===== src/rtl/frame_composer_pkg.sv =====
// Shared types, geometry constants and row helpers for the 16x16 frame composer.
package frame_composer_pkg;

  localparam int unsigned COLS   = 16;
  localparam int unsigned ROWS   = 16;
  localparam int unsigned DBITS  = 2;
  localparam int unsigned ROW_W  = COLS * DBITS;
  localparam int unsigned ROW_AW = 4;

  typedef enum logic [1:0] {
    OpPixel = 2'b00,
    OpFill  = 2'b01,
    OpSwap  = 2'b10,
    OpNop   = 2'b11
  } cmd_op_e;

  typedef enum logic [1:0] {
    StIdle,
    StFill,
    StSwapWait,
    StCopy
  } state_e;

  // Bit-mask selecting the density field of column x within a row word.
  function automatic logic [ROW_W-1:0] pixel_mask(input logic [ROW_AW-1:0] x);
    logic [ROW_W-1:0] m;
    m = '0;
    m[DBITS*x +: DBITS] = '1;
    return m;
  endfunction

  function automatic logic [ROW_W-1:0] fill_row(input logic [DBITS-1:0] d);
    return {COLS{d}};
  endfunction

endpackage


===== src/rtl/fb_bank_16x16.sv =====
// One 16-row bitmap bank: masked row write, async clear, two combinational read ports.
module fb_bank_16x16
  import frame_composer_pkg::*;
(
  input  logic              clk,
  input  logic              rst,
  input  logic              we,
  input  logic [ROW_AW-1:0] waddr,
  input  logic [ROW_W-1:0]  wdata,
  input  logic [ROW_W-1:0]  wmask,
  input  logic [ROW_AW-1:0] raddr_a,
  output logic [ROW_W-1:0]  rdata_a,
  input  logic [ROW_AW-1:0] raddr_b,
  output logic [ROW_W-1:0]  rdata_b
);

  logic [ROW_W-1:0] mem_q [ROWS];

  always_ff @(posedge clk or posedge rst) begin
    if (rst) begin
      for (int i = 0; i < int'(ROWS); i++) begin
        mem_q[i] <= '0;
      end
    end else if (we) begin
      mem_q[waddr] <= (mem_q[waddr] & ~wmask) | (wdata & wmask);
    end
  end

  // Port a serves the display scan, port b the bank-to-bank copy.
  assign rdata_a = mem_q[raddr_a];
  assign rdata_b = mem_q[raddr_b];

endmodule


===== src/rtl/frame_composer_16x16.sv =====
// Command-driven composer for a double-buffered 16x16 2-bit bitmap; swaps on frame boundary.
module frame_composer_16x16
  import frame_composer_pkg::*;
(
  input  logic              clk,
  input  logic              rst,
  input  logic              cmd_valid,
  output logic              cmd_ready,
  input  logic [1:0]        cmd_op,
  input  logic [ROW_AW-1:0] cmd_x,
  input  logic [ROW_AW-1:0] cmd_y,
  input  logic [DBITS-1:0]  cmd_density,
  input  logic              frame_start,
  input  logic [ROW_AW-1:0] rd_row,
  output logic [ROW_W-1:0]  rd_data,
  output logic              front_sel,
  output logic              busy
);

  state_e             state_q, state_d;
  logic [ROW_AW-1:0]  row_q, row_d;
  logic [DBITS-1:0]   dens_q, dens_d;
  logic               front_q, front_d;
  logic [ROW_W-1:0]   rd_data_q;

  cmd_op_e            op;
  logic               accept;
  logic               last_row;

  logic               wr_en;
  logic [ROW_AW-1:0]  wr_row;
  logic [ROW_W-1:0]   wr_data;
  logic [ROW_W-1:0]   wr_mask;
  logic [1:0]         bank_we;

  logic [ROW_W-1:0]   scan_rd0, scan_rd1, copy_rd0, copy_rd1;
  logic [ROW_W-1:0]   front_row, copy_src;

  assign op       = cmd_op_e'(cmd_op);
  assign accept   = cmd_valid && cmd_ready;
  assign last_row = (row_q == ROW_AW'(ROWS - 1));

  always_ff @(posedge clk or posedge rst) begin
    if (rst) begin
      state_q <= StIdle;
      row_q   <= '0;
      dens_q  <= '0;
      front_q <= 1'b0;
    end else begin
      state_q <= state_d;
      row_q   <= row_d;
      dens_q  <= dens_d;
      front_q <= front_d;
    end
  end

  always_comb begin
    state_d = state_q;
    row_d   = row_q;
    dens_d  = dens_q;
    front_d = front_q;
    unique case (state_q)
      StIdle: begin
        if (accept) begin
          case (op)
            OpFill: begin
              dens_d  = cmd_density;
              row_d   = '0;
              state_d = StFill;
            end
            OpSwap:  state_d = StSwapWait;
            default: ;
          endcase
        end
      end
      StFill: begin
        row_d = row_q + 1'b1;
        if (last_row) state_d = StIdle;
      end
      // Only reachable the cycle after acceptance, so a coincident pulse is ignored.
      StSwapWait: begin
        if (frame_start) begin
          front_d = ~front_q;
          row_d   = '0;
          state_d = StCopy;
        end
      end
      StCopy: begin
        row_d = row_q + 1'b1;
        if (last_row) state_d = StIdle;
      end
      default: state_d = StIdle;
    endcase
  end

  always_comb begin
    wr_en     = 1'b0;
    wr_row    = row_q;
    wr_data   = '0;
    wr_mask   = '0;
    cmd_ready = (state_q == StIdle);
    busy      = (state_q != StIdle);
    unique case (state_q)
      StIdle: begin
        if (accept && op == OpPixel) begin
          wr_en   = 1'b1;
          wr_row  = cmd_y;
          wr_mask = pixel_mask(cmd_x);
          wr_data = fill_row(cmd_density);
        end
      end
      StFill: begin
        wr_en   = 1'b1;
        wr_mask = '1;
        wr_data = fill_row(dens_q);
      end
      StCopy: begin
        wr_en   = 1'b1;
        wr_mask = '1;
        wr_data = copy_src;
      end
      default: ;
    endcase
  end

  // Writes always land in the back bank.
  assign bank_we[0] = wr_en &  front_q;
  assign bank_we[1] = wr_en & ~front_q;

  fb_bank_16x16 u_bank0 (
    .clk     (clk),
    .rst     (rst),
    .we      (bank_we[0]),
    .waddr   (wr_row),
    .wdata   (wr_data),
    .wmask   (wr_mask),
    .raddr_a (rd_row),
    .rdata_a (scan_rd0),
    .raddr_b (row_q),
    .rdata_b (copy_rd0)
  );

  fb_bank_16x16 u_bank1 (
    .clk     (clk),
    .rst     (rst),
    .we      (bank_we[1]),
    .waddr   (wr_row),
    .wdata   (wr_data),
    .wmask   (wr_mask),
    .raddr_a (rd_row),
    .rdata_a (scan_rd1),
    .raddr_b (row_q),
    .rdata_b (copy_rd1)
  );

  assign front_row = front_q ? scan_rd1 : scan_rd0;
  assign copy_src  = front_q ? copy_rd1 : copy_rd0;

  always_ff @(posedge clk or posedge rst) begin
    if (rst) begin
      rd_data_q <= '0;
    end else begin
      rd_data_q <= front_row;
    end
  end

  assign rd_data   = rd_data_q;
  assign front_sel = front_q;

endmodule


===== config.mk =====
export PLATFORM = sky130hd
export DESIGN_NAME = frame_composer_16x16
export DESIGN_NICKNAME = d
export VERILOG_FILES = /design/src/rtl/frame_composer_pkg.sv /design/src/rtl/fb_bank_16x16.sv /design/src/rtl/frame_composer_16x16.sv
export SDC_FILE = /design/constraint.sdc
export NUM_CORES = 2
export LEC_CHECK = 0
export CAP_MARGIN = 0
export CORE_MARGIN = 5
export CORE_UTILIZATION = 61
export CTS_BUF_LIST = sky130_fd_sc_hd__clkbuf_4 sky130_fd_sc_hd__clkbuf_8
export DETAILED_ROUTE_END_ITERATION = 16
export PLACE_DENSITY_LB_ADDON = 0.3
export SYNTH_ARGS = -nofsm -noshare
export SYNTH_HDL_FRONTEND = slang
export SYNTH_SLANG_ARGS = --single-unit

===== constraint.sdc =====
create_clock -name clk -period 60.2 [get_ports clk]
set_clock_uncertainty 0.15 [all_clocks]
set_input_delay 9.03 -clock clk [delete_from_list [all_inputs] [get_ports clk]]
set_output_delay 9.03 -clock clk [all_outputs]
set_load 0.02 [all_outputs]

---- After elaboration in Yosys (flattened, before gate mapping) ----
Cells that the tools add are included.
word-level totals
  register bits after elaboration ......... 1065
  bits of input ports ..................... 20
  output and inout bits ................... 35
  logic and storage cells ................. 121
operators by class
  $add $sub $neg .......................... 2
  magnitude comparators ................... 4
  equality and inequality tests ........... 11
  shift-type cells ........................ 2
  multiplexer cells ....................... 41
  bitwise operators ....................... 13
  reductions and logical operators ........ 11
operators by type and width
  operator                                                                       count
  512-bit bitwise mux                                                            2
  32-bit binary-select mux with 4-bit select                                     6
  32-bit two-way mux                                                             17
  32-bit bitwise AND                                                             4
  32-bit demux with 4-bit select                                                 1
  32-bit one-hot mux with 3 select lines                                         1
  32-bit OR                                                                      2
  32-bit one-hot mux with 2 select lines                                         1
  5-bit negator with 34-bit output                                               1
  2-bit by 34-bit variable shift with 32-bit output (first input constant)       1
  2-bit by 34-bit indexed part select with 32-bit output (first input constant)  1
  32-bit NOT                                                                     1
  4-bit two-way mux                                                              5
  5-bit greater-or-equal comparator (second input constant)                      3
  4-bit NOT with 5-bit output                                                    3
  4-bit one-hot mux with 3 select lines                                          1
  2-bit == test (second input constant)                                          3
  2-bit two-way mux                                                              3
  2-bit by 1-bit inequality test with 1-bit output (second input constant)       3
  2-bit one-hot mux with 3 select lines                                          1
  3-bit AND reduction                                                            2
  5-bit by 1-bit < comparator with 1-bit output (second input constant)          1
  4-bit by 1-bit adder with 4-bit output (second input constant)                 1
  2-bit by 1-bit == test with 1-bit output (second input constant)               2
  other kinds (14)                                                               18

---- Depth between registers and ports, before layout ----
  depth in word-level cells ............... 12
  depth in mapped cells ................... 16
  gate-level depth less buffers ........... 9

---- Modules after synthesis ----
A second synthesis with hierarchy kept.
second synthesis, totals
  cell total of the unflattened synthesis .. 5625
  area total of the unflattened synthesis .. 65531.6 µm²
by module, submodules not included
  module                instances  cells each  area each (µm²)  seq. area each (µm²)
  fb_bank_16x16         2          2695        31505.2          12812.3
  frame_composer_16x16  1          235         2521.2           1026.0

---- Worst setup path after synthesis ----
OpenSTA, ideal clock, no wires.
  path type ............................... input to register
  start point ............................. input cmd_op[1]
  end point ............................... register u_bank0.mem_q[192] (netlist bit)
  setup time .............................. 125 ps
  arrival time ............................ 11595 ps
  data required time ...................... 59925 ps
  setup slack ............................. 48330 ps
  cell stages on the path ................. 10
  buffers on the path ..................... 5
  path through ............................ or3b_1 clkbuf_1 nor2_2 buf_2 o21ai_0 buf_2 buf_1 nor3_2 buf_2 mux2_2
between the ends
  word-level cells in the longest chain between the ends .. 11
  elaborated cells on any way between the ends .. 25
  those cells by class .................... order compare (2); mux (14); bitwise (6); reduce/logical (3)
RTL lines
  element                                                 line                         text
  start, declared                                         frame_composer_16x16.sv:9    input logic [1:0] cmd_op,
  2-bit logical NOT (*)                                   frame_composer_16x16.sv:105  if (accept && op == OpPixel) begin
  1-bit logical AND (*)                                   frame_composer_16x16.sv:105
  4-bit two-way mux                                       frame_composer_16x16.sv:105
  4-bit two-way mux                                       frame_composer_16x16.sv:103  unique case (state_q)
  4-bit NOT with 5-bit output                             fb_bank_16x16.sv:25          mem_q[waddr] <= (mem_q[waddr] & ~wmask) | (wdata & wmask);
  32-bit binary-select mux with 4-bit select              fb_bank_16x16.sv:25
  32-bit two-way mux (not written as such) (2 in series)  fb_bank_16x16.sv:25
  32-bit bitwise AND                                      fb_bank_16x16.sv:25
  32-bit OR                                               fb_bank_16x16.sv:25
  512-bit bitwise mux                                     fb_bank_16x16.sv:25
  end signal, assigned by index                           fb_bank_16x16.sv:25
  end, declared                                           fb_bank_16x16.sv:17          logic [ROW_W-1:0] mem_q [ROWS];
Mark *: on every way between the ends. The rest lies on a longest branch, timed or not. The select of a mux whose other input is x is not followed.
A chain may end at the register's enable or synchronous reset.

---- Worst setup path after layout ----
  start point ............................. input cmd_y[0]
  end point ............................... register u_bank0.mem_q[112] (netlist bit)
between the ends
  word-level cells in the longest chain between the ends .. 9
  elaborated cells on any way between the ends .. 14
  those cells by class .................... order compare (2); mux (8); bitwise (3); reduce/logical (1)
RTL lines
  element                                                 line                         text
  start, declared                                         frame_composer_16x16.sv:11   input logic [ROW_AW-1:0] cmd_y,
  4-bit two-way mux (*)                                   frame_composer_16x16.sv:105
  4-bit two-way mux (*)                                   frame_composer_16x16.sv:103
  4-bit NOT with 5-bit output (*)                         fb_bank_16x16.sv:25
  32-bit binary-select mux with 4-bit select              fb_bank_16x16.sv:25
  32-bit two-way mux (not written as such) (2 in series)  fb_bank_16x16.sv:25
  32-bit bitwise AND                                      fb_bank_16x16.sv:25
  32-bit OR                                               fb_bank_16x16.sv:25
  512-bit bitwise mux (*)                                 fb_bank_16x16.sv:25
Marked as above.

==> flow_metrics.tcl <==
set metrics [dict create \
    status "completed" \
    synth-edff-count 0 \
    worst-path-max-fanout 58 \
    postCtsSetupRepairBufs 0 \
    drt-met1-wl_microns 79700 \
    start_kind "input pin" \
    synth_top_family_by_area "multiplexers" \
    io_buffers 54 \
    period_needed_ps 14330 \
    grt_antenna_before_repair 15 \
    finalSetupViolCount 0 \
    dieArea_sq_um 112000 \
    path_buf_inv 4 \
    crit_chain "clkdlybuf4s50_1, buf_4, nor2b_1, and3_4, or2_4, buf_4, buf_4, a22o_1, o21ai_1, a41oi_1, mux2_2" \
    yosysSeqAreaShare_pct 41.3 \
    ys_types 75 \
    synth_adder_area_share_pct 0.0970 \
    grt_overflow_total 0 \
    top_layer_used "met5" \
    drtIter0Drc 9428 \
    wl_per_cell_microns 36.4 \
    grt_pass1_wl_microns 347000 \
    finalCoreUtilization_pct 66.6 \
    cts_made_buffers 178 \
    met2_length_microns 98300 \
    tns_ps 0 \
    p_per_area_nw_per_um2 58.5 \
    netlist_instances 5154 \
    holdCritPathClass "reg2reg" \
    dp_cells 6186 \
    area.growth.synth_to_final_pct 8.51 \
    timing.final.crit_share_pct 23.8 \
    core_sq_um 105000 \
    path_clk_slew_ps 60 \
    ctsHtreeMaxLevel 4 \
    crit_path_frequent_cell "buf_4" \
    post_synth.cell_area_avg_sq_um 12.5 \
    hpwl_microns 126000 \
    cts_tree "yes" \
    routed_wl_microns 238000 \
    layout-drive-gt1-share_pct 38.1 \
    power.ir.vdd_worst_v 0.0000655 \
    final_common_cell "dfrtp_1" \
    dr_wl_met3_microns 40900 \
    tightest_slew_ps 1390 \
    ys_async_sr_fraction_pct 100 \
    fin_nets 5000 \
    ios 55 \
    initial_utilization_pct 61.4 \
    cts.sinks 1065 \
    slew_headroom_pct 7.12 \
    gp_congestion 0.920 \
    die_h_microns 335 \
    clk_latency_ps 930 \
    rsz0062_at_grt "false" \
    crit_arrival_ps 15010 \
    die_w_microns 335 \
    nFillCells 7625 \
    fmax_mhz 69.8 \
    stdcell_count 6527 \
    place_ws_ps 45270 \
    maxCapViolCount 0 \
    synth_simple_gate_area_share_pct 3.78 \
    dpl_cell_area_sq_um 65900 \
    ctsResizeCount 0 \
    ant_nets 0 \
    end_kind "flip-flop" \
    rows 119 \
    crit_type "in2reg" \
    viasPerCell 8.20 \
    yosys.area_share.xor_xnor_pct 0.0543 \
    final-hold-violation-count 0 \
    required_ps 60880 \
    drc 0 \
    synth_area_sq_um 64500 \
    clockBufferDepth 3 \
    max_stage_delay_ps 1120 \
    path_delay_family "buffers and inverters" \
    dr.pass1.iters 9 \
    cts_hold_buf 0 \
    report.final.slew_viol_count 0 \
    via_count 53500 \
    synth_top_flop_cell "dfrtp_1" \
    synth_mux_area_share_pct 35.9 \
    slowest_stage "a41oi_1" \
    syn-num-nets 5179 \
    track_usage_pct 41.5 \
    ys_seq_elements 1065 \
    final_cell_mix "dfrtp_1 (1062), mux2_2 (889), o21ai_0 (596), mux4_2 (518), nand2_1 (302)" \
    grt_pass1_vias 52400 \
    grt_max_degree 170 \
    fin_ws_ps 45870 \
    design_area_sq_um 70000 \
    root_buffer "clkbuf_8" \
    p_leak_nw 29.3 \
    synth_compound_area_share_pct 15.1 \
    yosysWarnings 0 \
]
## metrics by stage
stage	hold WS (ps)	power [mW]
floorplan	325	2.60
global placement	344	3.19
detailed placement	359	3.26
CTS	370	3.98
global route	397	4.20
finish	372	4.09
## logic make-up after synthesis
group,after synthesis
flops,1065
mux,1552
fa+ha+maj,5
buf+inv,554
xor+xnor,4
compound gates,1465
simple gates,509
## routing by layer
metal / global-route usage [%] / up-vias
li1: - / 20100
met1: 53.3 / 26500
met2: 57.5 / 5424
met3: 18.6 / 1479
met4: 26.5 / 15
met5: 0.936 / -
## worst register-to-register path: cells and delay by family (launching register included)
kind	cells	cell delay, ps
flip-flops	1	320
AND/OR/NAND/NOR	3	2470
buffers and inverters	4	2230
multiplexers	1	680
AO/OA/AOI/OAI	1	470
## cells in the mapped netlist (all sizes together), types with 5 or more instances
| cell type | instances | area [sq um] |
|---|---|---|
| inv | 9 | 33.8 |
| o22ai | 15 | 93.8 |
| dfrtp | 1065 | 26700 |
| a311oi | 8 | 70.1 |
| mux2i | 145 | 1450 |
| nand2 | 305 | 1140 |
| o221ai | 21 | 184 |
| mux4 | 518 | 11700 |
| nor2 | 31 | 119 |
| nand4 | 50 | 313 |
| nor3 | 20 | 170 |
| a22o | 265 | 2320 |
| buf | 215 | 1170 |
| or2 | 6 | 37.5 |
| nand2b | 17 | 106 |
| a221oi | 12 | 111 |
| a221o | 17 | 170 |
| o2bb2ai | 9 | 78.8 |
| nor2b | 9 | 56.3 |
| a22oi | 107 | 803 |
| o21ai | 625 | 3130 |
| ha | 5 | 62.6 |
| nor4b | 5 | 80.1 |
| a31oi | 17 | 106 |
| a41oi | 104 | 911 |
| clkbuf | 330 | 1240 |
| o31ai | 48 | 360 |
| nor3b | 11 | 82.6 |
| a21o | 12 | 90.1 |
| mux2 | 889 | 10000 |
| a2bb2oi | 7 | 61.3 |
| a21oi | 125 | 626 |
| a211oi | 18 | 135 |
| a2111oi | 14 | 131 |
| and3 | 5 | 36.3 |
| nand3 | 33 | 165 |
| a32oi | 6 | 52.6 |
| o211ai | 12 | 90.1 |
## state kept, by name (all words and copies together) (netlist names)
signal,cells
state_q,2
u_bank1.mem_q,512
u_bank0.mem_q,512
row_q,4
rd_data,32
dens_q,2
front_sel,1
## final cells by class
type                    instances  area, sq um  area share [%]
well taps                    1391         1740            2.49
clock buffers                 289         3650            5.22
inverters                       9         42.5          0.0608
diodes                         15         37.5          0.0536
multi-input cells            3535        35900            51.3
flip-flops and latches       1065        26700            38.1
repair buffers                186         1590            2.27
clock inverters                37          362           0.517
## report_power, final
| part | total (mW) | leakage [nW] | internal, mW | switching [mW] |
|---|---|---|---|---|
| registers | 1.31 | 14.0 | 1.01 | 0.304 |
| clock network | 0.722 | 2.13 | 0.402 | 0.320 |
| logic | 2.06 | 13.1 | 0.839 | 1.22 |
## worst paths after layout
check	from	to	slack [ps]	cells after the start
setup reg to reg	state_q[0]$_DFFE_PP0P_	u_bank1.mem_q[385]$_DFFE_PP0P_	53740	9
hold / removal	u_bank0.mem_q[54]$_DFFE_PP0P_	u_bank0.mem_q[54]$_DFFE_PP0P_	370	2
hold reg to reg	u_bank0.mem_q[54]$_DFFE_PP0P_	u_bank0.mem_q[54]$_DFFE_PP0P_	370	2
min in group asynchronous	rst	u_bank0.mem_q[270]$_DFFE_PP0P_	8520	2
setup / recovery	cmd_y[0]	u_bank0.mem_q[112]$_DFFE_PP0P_	45870	11
max in group asynchronous	rst	u_bank1.mem_q[310]$_DFFE_PP0P_	46400	7
No activity file was read; power rests on OpenSTA's default activity.
